**src/rtl/spi_pkg.sv**
```systemverilog
// Shared types for the SPI arbiter: FSM encoding, transaction result codes
// and the round-robin pointer advance helper.
package spi_pkg;

   localparam int DATA_W_DEF = 16;

   typedef enum logic [1:0] {
      IDLE   = 2'd0,
      ISSUE  = 2'd1,
      WAIT   = 2'd2,
      FINISH = 2'd3
   } state_e;

   typedef enum logic {
      RES_OK      = 1'b0,
      RES_TIMEOUT = 1'b1
   } result_e;

   // Pointer moves one past the requester just served, wrapping at n.
   function automatic logic [2:0] next_ptr(input logic [2:0] id, input int n);
      if (int'(id) >= n - 1) return 3'd0;
      return id + 3'd1;
   endfunction

endpackage

```
**src/rtl/rr_pick.sv**
```systemverilog
// Combinational round-robin picker: first set request bit at or above the
// pointer, wrapping at N_REQ.
module rr_pick #(
   parameter int N_REQ = 4
) (
   input  logic [N_REQ-1:0] req,
   input  logic [2:0]       ptr,
   output logic [N_REQ-1:0] gnt,
   output logic [2:0]       idx,
   output logic             any
);

   function automatic int slot(input logic [2:0] p, input int off);
      int s;
      s = int'(p) + off;
      if (s >= N_REQ) s = s - N_REQ;
      return s;
   endfunction

   // Outer loop walks priority order, inner loop keeps every index constant.
   always_comb begin
      gnt = '0;
      idx = '0;
      any = 1'b0;
      for (int i = 0; i < N_REQ; i++) begin
         for (int k = 0; k < N_REQ; k++) begin
            if (!any && req[k] && (k == slot(ptr, i))) begin
               any    = 1'b1;
               gnt[k] = 1'b1;
               idx    = 3'(k);
            end
         end
      end
   end

endmodule

```
**src/rtl/spi_arbiter.sv**
```systemverilog
// Round-robin arbiter and transaction sequencer sharing one SPI master
// between N_REQ word-write requesters, with a WAIT-state timeout.
module spi_arbiter
   import spi_pkg::*;
#(
   parameter int N_REQ   = 4,
   parameter int DATA_W  = DATA_W_DEF,
   parameter int TIMEOUT = 64,
   parameter int CNT_W   = 7
) (
   input  logic                    clk,
   input  logic                    reset,
   input  logic [N_REQ-1:0]        req,
   input  logic [N_REQ*DATA_W-1:0] req_data,
   output logic [N_REQ-1:0]        gnt,
   output logic [N_REQ-1:0]        done,
   output logic                    err,
   output logic [2:0]              active_id,
   output logic                    spi_start,
   output logic [DATA_W-1:0]       spi_data,
   input  logic                    spi_done
);

   state_e              state;
   logic [2:0]          ptr;
   logic [CNT_W-1:0]    cnt;
   logic [N_REQ-1:0]    pick_gnt;
   logic [2:0]          pick_idx;
   logic                pick_any;
   logic [DATA_W-1:0]   pick_data;
   logic                timeout_hit;
   result_e             wait_res;

   rr_pick #(.N_REQ(N_REQ)) u_pick (
      .req (req),
      .ptr (ptr),
      .gnt (pick_gnt),
      .idx (pick_idx),
      .any (pick_any)
   );

   always_comb begin
      pick_data = '0;
      for (int k = 0; k < N_REQ; k++) begin
         if (pick_gnt[k]) pick_data = pick_data | req_data[k*DATA_W +: DATA_W];
      end
   end

   // A spi_done on the final WAIT cycle beats the timeout.
   assign timeout_hit = (cnt == CNT_W'(TIMEOUT - 1));
   assign wait_res    = spi_done ? RES_OK : RES_TIMEOUT;

   always_ff @(posedge clk or negedge reset) begin
      if (!reset) begin
         state     <= IDLE;
         ptr       <= '0;
         cnt       <= '0;
         gnt       <= '0;
         done      <= '0;
         err       <= 1'b0;
         active_id <= '0;
         spi_start <= 1'b0;
         spi_data  <= '0;
      end else begin
         spi_start <= 1'b0;
         done      <= '0;
         err       <= 1'b0;
         case (state)
            IDLE: begin
               if (pick_any) begin
                  gnt       <= pick_gnt;
                  active_id <= pick_idx;
                  spi_data  <= pick_data;
                  spi_start <= 1'b1;
                  state     <= ISSUE;
               end
            end
            ISSUE: begin
               cnt   <= '0;
               state <= WAIT;
            end
            WAIT: begin
               cnt <= cnt + 1'b1;
               if (spi_done || timeout_hit) begin
                  state <= FINISH;
                  if (wait_res == RES_OK) done <= gnt;
                  else                    err  <= 1'b1;
               end
            end
            FINISH: begin
               gnt   <= '0;
               ptr   <= next_ptr(active_id, N_REQ);
               state <= IDLE;
            end
            default: state <= IDLE;
         endcase
      end
   end

endmodule

```
**config.mk**
```make
export PLATFORM = sky130hd
export DESIGN_NAME = spi_arbiter
export DESIGN_NICKNAME = d
export VERILOG_FILES = /design/src/rtl/spi_pkg.sv /design/src/rtl/rr_pick.sv /design/src/rtl/spi_arbiter.sv
export SDC_FILE = /design/constraint.sdc
export NUM_CORES = 1
export LEC_CHECK = 0
export ABC_AREA = 0
export BUFFER_PORTS_ARGS = -buffer_cell sky130_fd_sc_hd__buf_4
export CORE_UTILIZATION = 45
export DETAILED_ROUTE_END_ITERATION = 10
export GPL_ROUTABILITY_DRIVEN = 0
export GPL_TIMING_DRIVEN = 0
export PLACE_DENSITY = 0.73
export SYNTH_ARGS = -nofsm -noshare
export SYNTH_HDL_FRONTEND = slang
export SYNTH_HIERARCHICAL = 1
export SYNTH_SLANG_ARGS = --single-unit
```
**constraint.sdc**
```tcl
create_clock -name clk -period 2.35 [get_ports clk]
set_input_delay 0.5875 -clock clk [delete_from_list [all_inputs] [get_ports clk]]
set_output_delay 0.5875 -clock clk [all_outputs]
set_load 0.05 [all_outputs]
```
---- Word level (Yosys, flattened, before mapping) ----
Index checks and enable logic that the tools add are counted.
word-level totals
  register bits after elaboration ......... 41
  input bits .............................. 71
  output and inout port bits .............. 29
operators by class
  add/sub/neg operators ................... 9
  order comparisons ....................... 5
  equal/unequal tests ..................... 18
  multiplexer cells ....................... 72
  bitwise logic cells ..................... 3
  reduce and logical (&&, ||, !) cells .... 57
operators by type and width
  operator                 number
  $eq A3 B32 Y1 const A    8
  $eq A2 B32 Y1 const A    4
  $logic_not A32 Y1        4
  $mux W32                 4
  $ge A32 B4 Y1 const B    3
  $sub A32 B4 Y32 const B  3
  $mux W16                 4
  $or A16 B16 Y16          3
  $mux W1                  39
  $mux W2                  16
  $logic_and A1 B1 Y1      31
  $mux W4                  4
  $logic_not A1 Y1         15
  $pmux W7 S2              1
  $add A3 B2 Y4 const B    2
  $pmux W2 S4              1
  $pmux W4 S2              1
  $add A7 B1 Y7 const B    1
  $eq A7 B6 Y1 const B     1
  $mux W3                  2
  $reduce_and A2 Y1        3
  $add A3 B1 Y4 const B    1
  $eq A2 B2 Y1 const B     2
  $ne A2 B2 Y1 const B     2
  other kinds (8)          9

---- Logic depth before layout (Yosys ltp) ----
Gate-level depths: netlist (run 1).
  depth after elaboration ................. 67
  gate-level depth with buffers ........... 10
  mapped depth without buffers ............ 9

---- Cells and area by module ----
The synthesis (run 1) kept the hierarchy.
by module, submodules not included
  module       instances  cells an instance  area an instance (um^2)
  spi_arbiter  1          205                2050.7
  rr_pick      1          46                 271.5

---- Worst setup path before layout (run 1) ----
OpenSTA, ideal clock, no wires.
  path kind ............................... input port to flip-flop
  start ................................... input port req[3]
  end ..................................... register state[1]
  library setup time ...................... 128 ps
  data arrival time ....................... 2067 ps
  data required time ...................... 2222 ps
  setup slack ............................. 155 ps
  stages .................................. 8
  path buffers ............................ 1
  cells stage by stage .................... clkbuf_1 a211oi_2 a31oi_1 nor3_1 nand2b_1 o21ai_1 o31ai_4 mux2_1
between the ends
  cells in the longest elaborated chain, start to end .. 53
ends and longest elaborated chain
  element                            line               text
  from (decl)                        spi_arbiter.sv:13  input logic [N_REQ-1:0] req,
  $logic_and A1 B1 Y1 (2 in series)  rr_pick.sv:27      if (!any && req[k] && (k == slot(ptr, i))) begin
  $mux W1                            rr_pick.sv:27
  $logic_not A1 Y1                   rr_pick.sv:27
  $logic_and A1 B1 Y1 (2 in series)  rr_pick.sv:27
  $mux W1                            rr_pick.sv:27
  $logic_not A1 Y1                   rr_pick.sv:27
  $logic_and A1 B1 Y1 (2 in series)  rr_pick.sv:27
  $mux W1                            rr_pick.sv:27
  [... 33 more ...]                  -
  $logic_and A1 B1 Y1 (2 in series)  rr_pick.sv:27
  $mux W1                            rr_pick.sv:27
  $logic_not A1 Y1                   rr_pick.sv:27
  $logic_and A1 B1 Y1 (2 in series)  rr_pick.sv:27
  $mux W1 *                          rr_pick.sv:27
  via pick_any                       spi_arbiter.sv:29  logic pick_any;
  $ne A2 B2 Y1 (no line) *           -
  $reduce_and A2 Y1 (no line) *      -
  to (signal assigned)               spi_arbiter.sv:55  state <= IDLE;
  to (signal assigned)               spi_arbiter.sv:75  state <= ISSUE;
  to (signal assigned)               spi_arbiter.sv:80  state <= WAIT;
  to (decl)                          spi_arbiter.sv:24  state_e state;
Mark *: on every way through the listed nets, which the timed path passes. The rest lies on a longest branch.
A chain may end at the register's enable or synchronous reset.

---- Worst setup path after layout (run 1) ----
  start ................................... input port req[2]
  end ..................................... register state[1]
between the ends
  cells in the longest elaborated chain, start to end .. 57
ends and longest elaborated chain
  element                            line
  $logic_and A1 B1 Y1 (2 in series)  rr_pick.sv:27
  $mux W1                            rr_pick.sv:27
  $logic_not A1 Y1                   rr_pick.sv:27
  $logic_and A1 B1 Y1 (2 in series)  rr_pick.sv:27
  $mux W1                            rr_pick.sv:27
  $logic_not A1 Y1                   rr_pick.sv:27
  $logic_and A1 B1 Y1 (2 in series)  rr_pick.sv:27
  $mux W1                            rr_pick.sv:27
  [... 37 more ...]                  -
  $logic_and A1 B1 Y1 (2 in series)  rr_pick.sv:27
  $mux W1 *                          rr_pick.sv:27
  $logic_not A1 Y1                   rr_pick.sv:27
  $logic_and A1 B1 Y1 (2 in series)  rr_pick.sv:27
  $mux W1 *                          rr_pick.sv:27
  via pick_any                       spi_arbiter.sv:29
  $ne A2 B2 Y1 (no line) *           -
  $reduce_and A2 Y1 (no line) *      -
Marked as above.

==> results of run 1 <==
-- cells by family after synthesis --
group	count (synthesis)	share of synthesized area
adders and majority gates	7	0.0377
buffers and inverters	32	0.0614
muxes	5	0.0237
xor gates and xnor gates	1	0.00377
and+or+nand+nor	75	0.161
other	1	0.00161
DFF	41	0.442
AOI/OAI and AO/OA	89	0.269
-- metal layers --
layer	track usage	wire, um	vias up
li1	-	-	1126
met3	0.0562	458	4
met4	0.0662	42	0
met5	0	0	-
met1	0.313	2850	1108
met2	0.441	3280	86
-- cells in the mapped netlist, drive strengths merged --
master	n
nor4	1
nand4	1
a221oi	16
o21ai	30
dfrtp	41
nor2b	8
and2	1
buf	9
mux2i	1
clkbuf	9
ha	7
nand2	30
nand2b	4
xor2	1
o311ai	1
o2bb2ai	1
nor2	6
o21a	1
and3	6
or2b	1
o211a	1
inv	14
or3	1
o22ai	5
o32a	1
a22o	16
mux2	4
nor3b	1
o221ai	1
nand3b	1
o31ai	2
a211oi	2
a31oi	1
nand3	8
a21oi	11
conb	1
nor3	4
or2	2
-- area by class of cell --
type                            instances  area, um2
Clock inverter                          2       10.0
Sequential cell                        41       1030
Buffer                                 17       92.6
Multi-Input combinational cell        178       1160
Timing Repair Buffer                   98        736
Inverter                               14       52.6
Tap cell                               67       83.8
Clock buffer                            6       72.6
Fill cell                             427       1610
-- repair_timing --
item                       in CTS  in global routing
setup endpoints to repair      15                 19
cloned                          0                  0
resized for setup               3                  5
-- how the worst max path moves through the flow --
| stage | start | to |
|---|---|---|
| after floorplan | req[3] | state[1]$_DFFE_PN0P_ |
| after global placement | req[2] | spi_data[5]$_DFFE_PN0P_ |
| after detailed placement | req[2] | spi_data[14]$_DFFE_PN0P_ |
| after CTS | ptr[0]$_DFFE_PN0P_ | spi_data[14]$_DFFE_PN0P_ |
| after global routing | ptr[1]$_DFFE_PN0P_ | state[1]$_DFFE_PN0P_ |
| final | req[2] | state[1]$_DFFE_PN0P_ |
-- state kept, by name, summed over array words and instances (netlist names) --
name	count
active_id	3
state	2
spi_data	16
ptr	3
cnt	7
gnt	4
err	1
done	4
spi_start	1
-- placed cells by master (no fill, tap or decap), drive strengths merged, types with 2 or more instances in the layout --
master	instances
a211oi	2
nand2b	4
nor3	4
nand3	8
clkinv	2
dfrtp	41
nand2	30
a221oi	16
nor2	6
o31ai	2
buf	106
mux2	4
inv	14
clkbuf	15
or2	2
and3	6
nor2b	8
o21ai	30
a22o	16
o22ai	5
a21oi	11
ha	7
-- power by group --
group | internal, mW | leakage (nW) | switching, mW
logic | 0.829 | 0.990 | 1.54
clock network | 0.206 | 0.0450 | 0.227
registers | 0.954 | 0.533 | 0.186
-- through the flow --
step                      instance area (um2)  utilization  setup TNS [ns]  cells
after global placement                   3140        0.648           -5.78    416
after CTS                                3220        0.665               0    423
after floorplan                          2320            -               0    251
after detailed placement                 3140        0.648           -6.38    416
final                                    3240        0.668               0    423
after global routing                     3240        0.668               0    423
==> impl_metrics.py, run 1 <==
metrics = {
    "outcome": {
        "run_status": "finished clean",
    },
    "worst_setup_path": {
        "path_cells": "buf_4 > nor2b_1 > a211oi_2 > a31oi_1 > nor3_1 > nand2b_1 > o21ai_1 > o31ai_4 > mux2_1",
        "cp-start-kind": "input port",
        "worstPathArrival_ns": 2.42,
        "required_ns": 2.52,
        "crit_buf_inv": 1,
        "cp-end-kind": "register",
        "cpPeakStageDelay_ns": 0.32,
        "reg2regPathDepth": 10,
        "critPathTopFamily": "simple AND/OR/NAND/NOR gates",
        "crit_type": "input port to register",
        "crit_cells": 9,
        "crit_path_top_delay_cell": "mux2_1",
        "r2r-start": "ptr[0]$_DFFE_PN0P_",
        "path_max_fanout": 8,
        "reg2reg_slack_ns": 0.12,
        "reg2reg_to": "spi_data[15]$_DFFE_PN0P_",
    },
    "sta": {
        "finClkSkew_ns": 0.00711,
        "worst_pin_slew_ns": 0.515,
        "setup_slack_ns": 0.0952,
        "whs_ns": 0.266,
        "finalHoldViolations": 0,
        "max_freq_mhz": 444,
        "grt_setup_unrepaired": "false",
        "relSlewSlack": 0.656,
        "fin_crit_ns": 2.25,
        "drv_slew": 0,
        "layout_worst_path_cycle_share": 0.959,
        "setup_viol": 0,
    },
    "clock_tree": {
        "cts-root-buf": "clkbuf_8",
        "post_cts_buffers": 0,
        "cts_tree": "yes",
        "h-tree-depth": 2,
        "path_clk_slew_ns": 0.07,
        "cts_made_buffers": 5,
        "numClockSinks": 41,
        "worstSkewPairLatency_ns": 0.29,
        "clockBufferDepth": 2,
        "cts-hold-fix-buffers": 0,
    },
    "power_and_ir_drop": {
        "power.density_mw_per_mm2": 1220,
        "power_mw": 3.94,
        "worst_ir_drop_vdd_uv": 853,
        "power.leakage_nw": 1.57,
    },
    "worst_hold_path": {
        "hp-class": "input port to asynchronous set/reset pin",
    },
    "route": {
        "routed_via_density": 5.49,
        "wl_per_cell_um": 15.7,
        "ant_nets": 0,
        "drtIter0Drc": 173,
        "drt_wl_total_mm": 6.62,
        "dr.pass1.iters": 4,
        "route.detailed.drc": 0,
        "vias": 2324,
    },
    "logic_synthesis": {
        "synth.avg_cell_area_um2": 9.25,
        "synth.top_cell.area_share": 0.442,
        "synth.area.top_cells": "dfrtp_1, o21ai_0, a221oi_1",
        "synth.distinct_cells": 46,
        "synth_seq_cells": 41,
        "ys_warn_count": 6,
        "postSynthCellCount": 251,
        "syn_area_mm2": 0.00232,
        "ys_seq_area_frac": 0.442,
        "synth_top_area_cell": "dfrtp_1",
        "synth_nets": 329,
    },
    "run": {
        "cap_viol_max_count": 0,
    },
    "final_layout": {
        "layout-drive-gt1-share": 0.360,
        "diodes": 0,
        "areaGrowthSynthToFinish_pct": 39.4,
        "final_nets": 433,
    },
    "global_routing": {
        "grt_max_degree": 42,
        "grt_util_all_layers": 0.252,
        "grt_pass1_wl_mm": 10.3,
        "grt-ovfl-total": 0,
        "antenna_found_initial": 0,
        "first_global_vias": 2201,
    },
    "floorplan": {
        "die_x_um": 73.8,
        "die_y_um": 73.8,
        "ios": 100,
        "start_util": 0.479,
        "row_count": 25,
        "core_area_mm2": 0.00485,
        "dieArea_mm2": 0.00545,
    },
    "placement": {
        "io_buffers": 98,
        "hpwl_mm": 4.98,
        "post-place-ws_ns": -0.390,
    },
}
(Power assumes the default switching activity.)
==> run 2, diff against run 1 <==
--- a/config.mk
+++ b/config.mk
@@ -5,13 +5,13 @@
 export SDC_FILE = /design/constraint.sdc
 export NUM_CORES = 1
 export LEC_CHECK = 0
-export ABC_AREA = 0
+export ABC_AREA = 1
 export BUFFER_PORTS_ARGS = -buffer_cell sky130_fd_sc_hd__buf_4
-export CORE_UTILIZATION = 45
+export CORE_UTILIZATION = 49
 export DETAILED_ROUTE_END_ITERATION = 10
 export GPL_ROUTABILITY_DRIVEN = 0
 export GPL_TIMING_DRIVEN = 0
-export PLACE_DENSITY = 0.73
+export PLACE_DENSITY = 0.77
 export SYNTH_ARGS = -nofsm -noshare
 export SYNTH_HDL_FRONTEND = slang
 export SYNTH_HIERARCHICAL = 1
==> run 2 against run 1 <==
Effect of this change:
- the flow now finishes with violations (setup timing)
- flip-flop and latch count did not move
- largest power group unchanged
- synthesized cell count rose by 47%
- sequential power barely moved
- final cell count rose by 32%
- design area rose by 19%
- die area rose by 1.9%
==> impl_metrics.py, run 2 <==
metrics = {
    "outcome": {
        "run_status": "complete, but fails checks",
        "violations": "setup timing",
    },
    "global_routing": {
        "antenna_found_initial": 0,
        "grt_util_all_layers": 0.256,
        "grt_pass1_wl_mm": 10.8,
        "grt_max_degree": 42,
        "grt-ovfl-total": 0,
        "first_global_vias": 2427,
    },
    "worst_setup_path": {
        "crit_start": "ptr[1]$_DFFE_PN0P_",
        "crit_type": "register to register",
        "cp-start-kind": "register",
        "cp-end-kind": "register",
        "path_max_fanout": 10,
        "required_ns": 2.59,
        "reg2regPathDepth": 14,
        "reg2reg_slack_ns": -0.08,
        "crit_path_end": "spi_data[15]$_DFFE_PN0P_",
        "r2r-start": "ptr[1]$_DFFE_PN0P_",
        "reg2reg_to": "spi_data[15]$_DFFE_PN0P_",
        "worstPathArrival_ns": 2.67,
    },
    "route": {
        "vias": 2878,
        "dr.pass1.iters": 6,
        "route.detailed.drc": 0,
        "wl_per_cell_um": 13.9,
        "drt_wl_total_mm": 7.78,
        "wl_met3_um": 730,
        "ant_nets": 0,
        "routed_via_density": 5.14,
        "drtIter0Drc": 140,
        "route.met2.wl_mm": 3.76,
        "top_layer_used": "met4",
        "wl_met1_mm": 3.15,
    },
    "sta": {
        "max_freq_mhz": 411,
        "relSlewSlack": 0.655,
        "grt_setup_unrepaired": "true",
        "finalHoldViolations": 0,
        "fin_crit_ns": 2.43,
        "setup_viol": 21,
        "finClkSkew_ns": 0.00787,
        "fin_tns_setup_ns": -0.891,
        "layout_worst_path_cycle_share": 1.03,
        "setup_slack_ns": -0.0822,
        "worst_pin_slew_ns": 0.517,
        "drv_slew": 0,
    },
    "logic_synthesis": {
        "synth.distinct_cells": 25,
        "synth.area.top_cells": "dfrtp_1, nand2_1, nand4_1",
        "synth_nets": 446,
        "synth-edff-count": 0,
        "postSynthCellCount": 368,
        "async_reset_ff_frac": 1.00,
        "synth_common_cells": "nand2_1, dfrtp_1, inv_1, nor2_1, nand4_1",
        "ys_seq_area_frac": 0.398,
        "synthFlopType": "dfrtp_1",
        "synth_top_area_cell": "dfrtp_1",
        "synth.most_common_cell": "nand2_1",
        "syn_area_mm2": 0.00258,
        "ys_warn_count": 6,
        "synth.top_cell.area_share": 0.398,
        "synth_seq_cells": 41,
        "synth.avg_cell_area_um2": 7.01,
    },
    "clock_tree": {
        "cts-hold-fix-buffers": 0,
        "clockBufferDepth": 2,
        "worstSkewPairLatency_ns": 0.30,
        "cts_made_buffers": 5,
        "numClockSinks": 41,
        "path_clk_slew_ns": 0.08,
        "cts-root-buf": "clkbuf_8",
        "cts_tree": "yes",
        "h-tree-depth": 2,
    },
    "floorplan": {
        "core_area_mm2": 0.00507,
        "start_util": 0.508,
        "die_y_um": 74.5,
        "die_x_um": 74.5,
        "dieArea_mm2": 0.00556,
        "ios": 100,
        "row_count": 26,
    },
    "final_layout": {
        "layout-drive-gt1-share": 0.357,
        "mostFrequentLayoutCells": "nand2_1, buf_4, dfrtp_1",
        "areaGrowthSynthToFinish_pct": 49.1,
        "largest_reg_flops": 16,
        "top_register": "spi_data",
        "layout_commonest_cell": "nand2_1",
        "reg.largest.list": "spi_data (16), cnt (7)",
        "diodes": 0,
        "final_nets": 567,
    },
    "placement": {
        "post-place-ws_ns": -0.231,
        "hpwl_mm": 5.42,
        "io_buffers": 99,
    },
    "run": {
        "cap_viol_max_count": 0,
    },
    "power_and_ir_drop": {
        "power.density_mw_per_mm2": 1360,
        "worst_ir_drop_vdd_uv": 930,
        "power.leakage_nw": 2.02,
    },
    "worst_hold_path": {
        "hp-class": "input port to asynchronous set/reset pin",
    },
}
-- run 2: what timing repair did --
item                       in CTS  in global routing
setup endpoints to repair       9                 24
setup buffers                   0                 11
cloned                          0                  4
pin swaps                       0                 25
gates resized for setup         2                 50
hold endpoints to repair        0                  0
-- run 2: worst min-delay path by stage --
| stage | startpoint | to | slack, ns |
|---|---|---|---|
| final | reset | spi_data[14]$_DFFE_PN0P_ | 0.25 |
| after detailed placement | spi_data[6]$_DFFE_PN0P_ | spi_data[6]$_DFFE_PN0P_ | 0.47 |
| after global routing | reset | spi_data[14]$_DFFE_PN0P_ | 0.29 |
| after CTS | reset | spi_data[7]$_DFFE_PN0P_ | 0.27 |
| after global placement | spi_data[0]$_DFFE_PN0P_ | spi_data[0]$_DFFE_PN0P_ | 0.46 |
| after floorplan | reset | active_id[0]$_DFFE_PN0P_ | 0.29 |
-- run 2: where the power goes --
part / switching [mW] / internal [mW]
combinational: 2.16 / 1.36
clock: 0.255 / 0.318
sequential: 0.188 / 0.954
total: 2.60 / 2.63
-- run 2: worst max-delay path, cell delays in order (launching register included) --
cell     delay, ns
dfrtp_2       0.48
nor2_4        0.07
nand2_2       0.10
nand3_4       0.08
nor2_4        0.14
nand4_4       0.12
nor3_4        0.26
nand4_2       0.17
o21ai_0       0.25
buf_4         0.21
buf_4         0.19
nand2_1       0.08
nand4_1       0.10
nand2_1       0.07
nand2_1       0.06
-- run 2: cell families (layout without fill, tap and decap cells) --
group | after synthesis | in the layout | share of synthesized area
AOI/OAI and AO/OA | 22 | 22 | 0.0427
adders and majority gates | 7 | 7 | 0.0340
buffers and inverters | 49 | 171 | 0.0893
DFF | 41 | 41 | 0.398
other | 1 | 1 | 0.00145
and+or+nand+nor | 248 | 248 | 0.435
-- run 2: cell type report --
cell class	instances	area (um2)
sequential	41	1030
fill	381	1230
tap	70	87.6
multi-input combinational	278	1410
inverter	36	143
clock inverter	3	46.3
buffer	13	151
clock buffer	5	68.8
timing repair buffer	114	906
-- run 2: layer usage --
layer | GRT usage | vias to the layer above
met4 | 0.0503 | 0
met1 | 0.320 | 1317
met2 | 0.449 | 138
met3 | 0.0637 | 12
li1 | - | 1411
met5 | 0 | -
-- run 2: per-stage QoR --
step,total power [mW],area (um2),instances,hold slack (ns),utilization
final,5.24,3840,560,0.248,0.757
after global routing,5.60,3840,560,0.290,0.757
after CTS,4.64,3530,545,0.270,0.696
after detailed placement,4.04,3410,537,0.470,0.672
after global placement,3.99,3410,537,0.464,0.672
after floorplan,3.21,2580,368,0.292,-
